$ cat src/rtl/arbitro_rr.sv
// Registered round-robin arbiter with grant locking. The owner keeps the grant
// until it releases; MAX_HOLD bounds its tenure while others are waiting.
module arbitro_rr #(
  parameter int N        = 4,
  parameter int MAX_HOLD = 16
) (
  input  logic                 clk,
  input  logic                 rst,
  input  logic [N-1:0]         req,
  output logic [N-1:0]         grant,
  output logic [$clog2(N)-1:0] grant_num,
  output logic                 available
);
  localparam int IW = $clog2(N);
  localparam int HW = $clog2(MAX_HOLD + 1);

  typedef enum logic {IDLE, OWNED} state_t;

  state_t        state;
  logic [HW-1:0] hold_cnt;
  logic [IW-1:0] ptr;

  logic [N-1:0]  cand;
  logic          keep;
  logic          win_vld;
  logic [IW-1:0] win_idx;
  logic [IW-1:0] win_nxt;

  // First set bit of r, searching upward from p with wrap.
  function automatic logic [IW-1:0] rr_sel(input logic [N-1:0] r, input logic [IW-1:0] p);
    logic          found;
    logic [IW-1:0] res;
    int            j;
    found = 1'b0;
    res   = '0;
    for (int i = 0; i < N; i++) begin
      j = int'(p) + i;
      if (j >= N) j = j - N;
      if (!found && r[j]) begin
        res   = IW'(j);
        found = 1'b1;
      end
    end
    return res;
  endfunction

  // grant is zero in IDLE, so cand covers both a fresh pick and a handover/preempt.
  always_comb begin
    cand    = req & ~grant;
    keep    = (state == OWNED) && req[grant_num] &&
              ((hold_cnt < HW'(MAX_HOLD)) || (cand == '0));
    win_vld = |cand;
    win_idx = rr_sel(cand, ptr);
    win_nxt = (win_idx == IW'(N - 1)) ? '0 : win_idx + IW'(1);
  end

  always_ff @(posedge clk) begin
    if (rst) begin
      state     <= IDLE;
      grant     <= '0;
      grant_num <= '0;
      available <= 1'b1;
      hold_cnt  <= '0;
      ptr       <= '0;
    end else if (keep) begin
      if (hold_cnt != HW'(MAX_HOLD)) hold_cnt <= hold_cnt + HW'(1);
    end else if (win_vld) begin
      state     <= OWNED;
      grant     <= {{(N-1){1'b0}}, 1'b1} << win_idx;
      grant_num <= win_idx;
      available <= 1'b0;
      hold_cnt  <= HW'(1);
      ptr       <= win_nxt;
    end else begin
      state     <= IDLE;
      grant     <= '0;
      grant_num <= '0;
      available <= 1'b1;
      hold_cnt  <= '0;
    end
  end
endmodule

$ cat config.mk
export PLATFORM = sky130hd
export DESIGN_NAME = arbitro_rr
export DESIGN_NICKNAME = d
export VERILOG_FILES = /design/src/rtl/arbitro_rr.sv
export SDC_FILE = /design/constraint.sdc
export NUM_CORES = 1
export LEC_CHECK = 0
export ABC_AREA = 1
export ABC_CLOCK_PERIOD_IN_PS = 1600
export CAP_MARGIN = 20
export CORE_MARGIN = 2
export CORE_UTILIZATION = 40
export DETAILED_ROUTE_END_ITERATION = 8
export GPL_ROUTABILITY_DRIVEN = 0
export PLACE_DENSITY_LB_ADDON = 0.25
export SKIP_LAST_GASP = 1
export SLEW_MARGIN = 20
export SYNTH_ARGS = -nofsm -noshare
export SYNTH_HDL_FRONTEND = slang
export SYNTH_SLANG_ARGS = --single-unit
$ cat constraint.sdc
create_clock -name clk -period 1.6 [get_ports clk]
set_input_delay 0.32 -clock clk [delete_from_list [all_inputs] [get_ports clk]]
set_output_delay 0.32 -clock clk [all_outputs]
set_load 0.01 [all_outputs]
==> summary.txt <==
outcome: complete, but fails checks
failing checks: setup timing
minimum clock period: 1.68 ns
clock tree root driver cell: clkbuf_4
wirelength, routed: 2570 um
CP Cell Sequence: inv_8, nand2_2, nand2_2, nand3_2, nand2_2, nand2_2, nor2_4, nand3_2, nand2_4, buf_6, ha_2, nand3_2, o21ai_1
EDFF count, synth: 0
fin crit share: 1.05
via count: 1070
Buffers on Ports: 12
most frequent cell after synthesis: nand2_1
worst flop-to-flop path startpoint: ptr[0]
syn avg cell area: 6.88 um^2
Peak VDD IR: 1150 uV
critical path capture point type: register
wire per inst: 11.7 um
count of different cell masters after synthesis: 20
Reg power frac: 0.203
Initial DRC Count: 16
M3 GR Usage: 0.0361
post-synthesis instance total: 145
global route overflow: 0
Reg-to-Reg End: grant[2]
Post-Syn Area: 997 um^2
Hold Path Sink: available
multi-input logic area: 693 um^2
Ys Warns: 0
CTS tree: yes
Clock Pin Slew Worst Setup and Hold Paths: 0.09 ns
Nets: 203
initial antenna violation count: 0
register area share after synthesis: 0.301
core area: 0.00241 mm^2
internal power: 1.62 mW
Sink Count: 15
DRT Pass-1 Iters: 4
Static Leak: 0.712 nW
Fin Hold WS: 0.464 ns
Worst Hold Class: register to register
Gate power share: 0.724
Chip Width: 53.9 um
#FFs+latches synth: 15
startpoint types: register
Rows: 18
number of global-route vias before repair: 1087
GR Util met1: 0.228
Slew Viols, Final: 0
area share of the largest cell type after synthesis: 0.301
critical path arrival: 1.90 ns
clock network power share: 0.073
FILL cells: 204
remaining antenna violation count: 0
Antenna diodes: 0
Worst Setup Slack, final: -0.0836 ns
max frequency: 594 MHz
Synth top cells by count: nand2_1 (45), nand3_1 (20), dfxtp_1 (15)
crit-path max cell delay: 0.40 ns
Fin Setup TNS: -0.373 ns
Residual DRC: 0
setup violators final: 7
share of layout cells above drive strength 1: 0.411
Hold Vio Cnt, Final: 0
met2 usage: 0.409
r2r worst-path depth: 13
Sequential Area: 308 um^2
Skew-Pair Late Insertion Delay: 0.28 ns
Sw Share: 0.449
largest net degree at the start of global routing: 9
MaxCap Viol Count: 0
critical path class: register to register
total CTS buffers: 3
CP max-delay cell: dfxtp_4
H-Tree Depth: 1
Slew @ Worst Pin: 0.303 ns
Worst Hold Depth: 2
Clock Tree Buf Depth: 2
die area: 0.00291 mm^2
hold wc startpoint: available
synthesis-to-finish area growth: 48.4%
die height: 53.9 um
Async SR Flop Fraction: 0
I/O pin count: 13
top post-synthesis cells by area: dfxtp_1 (30%), nand2_1 (17%), nand3_1 (10%)
RSZ-0062 raised after global routing: yes
Max transition margin: 0.798
CP max FO: 8
HPWL Detailed: 1970 um
clock skew: 0.00341 ns
Initial Utilization: 0.414
Mapped Nets: 157
Top Usage Layer GRT: met2
flop2flop setup slack: -0.08 ns
Primary FF master, synth: dfxtp_1
Pwr per Cell Area: 1990 mW/mm^2
Critical Path RT: 1.82 ns
Total Routing Usage GR: 0.215
Via density: 4.86
most used cell, CP: nand2_2
first-pass GRT wire length: 4460 um
switching pwr: 1.32 mW
cell taking the most area after synthesis: dfxtp_1
flip-flops by register name (all words and copies together), names as in the netlist:
register,flops
available,1
grant,4
grant_num,2
state,1
hold_cnt,5
ptr,2
through the flow:
| step | cell area, um^2 | utilization | power [mW] | worst slack (ns) | cells |
|---|---|---|---|---|---|
| 2_1_floorplan | 1010 | - | 1.65 | -0.0101 | 145 |
| 3_3_place_gp | 1380 | 0.571 | 2.37 | -0.462 | 213 |
| 3_5_place_dp | 1380 | 0.571 | 2.41 | -0.522 | 213 |
| 4_1_cts | 1450 | 0.601 | 2.81 | -0.0710 | 219 |
| 5_1_grt | 1480 | 0.614 | 3.21 | -0.212 | 220 |
| 6_report | 1480 | 0.614 | 2.94 | -0.0836 | 220 |
final cells by class:
cell class | instances | area share
clock buffer | 4 | 0.0178
sequential | 15 | 0.208
tap | 30 | 0.0254
timing repair buffer | 42 | 0.236
inverter | 15 | 0.0448
multi-input combinational | 114 | 0.468
power groups by stage:
stage	combinational [mW]	sequential, mW	clock (mW)
after floorplan	1.08	0.570	0
after global placement	1.82	0.552	0
after detailed placement	1.85	0.559	0
after CTS	1.99	0.591	0.225
after global routing	2.35	0.617	0.242
final	2.13	0.597	0.216
how the worst max path moves through the flow:
stage	from	cells past startpoint	endpoint
floorplan	ptr[0]	13	ptr[1]
global placement	req[0]	13	grant[2]
detailed placement	req[0]	13	grant[1]
CTS	ptr[0]	12	ptr[1]
global route	ptr[0]	13	ptr[1]
finish	ptr[0]	13	grant[2]
routing by layer:
layer  wire length, um  up-vias  share of wire
li1                  -      557              -
met1              1070      489           0.42
met2              1390       18           0.54
met3                55        6          0.021
met4                48        0          0.019
met5                 0        -              0
layout by cell type, fill, tap and decap left out, types with 4 or more instances in the layout:
cell type        instances
nand3_1                 15
nand2_2                 10
clkdlybuf4s50_1          6
inv_2                    6
inv_1                    7
o21ai_1                  4
buf_4                   29
nand2_1                 41
dfxtp_1                 11
nor2_1                   9
dlygate4sd2_1            4
nand3_2                 12
critical path: cells and delay by family (launching register included):
family	cells	cell delay, ns
fa+ha+maj	1	0.16
simple gates	9	0.79
buf+inv	2	0.19
flops	1	0.40
compound gates	1	0.07
cell families after synthesis:
kind of cell / after synthesis / share of synthesized area
buffers and inverters: 16 / 0.0753
AOI/OAI and AO/OA: 12 / 0.0640
adders and majority gates: 6 / 0.0753
xor gates and xnor gates: 3 / 0.0264
and+or+nand+nor: 93 / 0.458
DFF: 15 / 0.301
repair_timing:
item,in CTS,in global routing
resized for setup,20,12
pin swaps,7,8
hold buffers,0,0
endpoints found under the setup margin,7,16
buffers inserted,3,1
No activity file was read; power rests on OpenSTA's default activity.
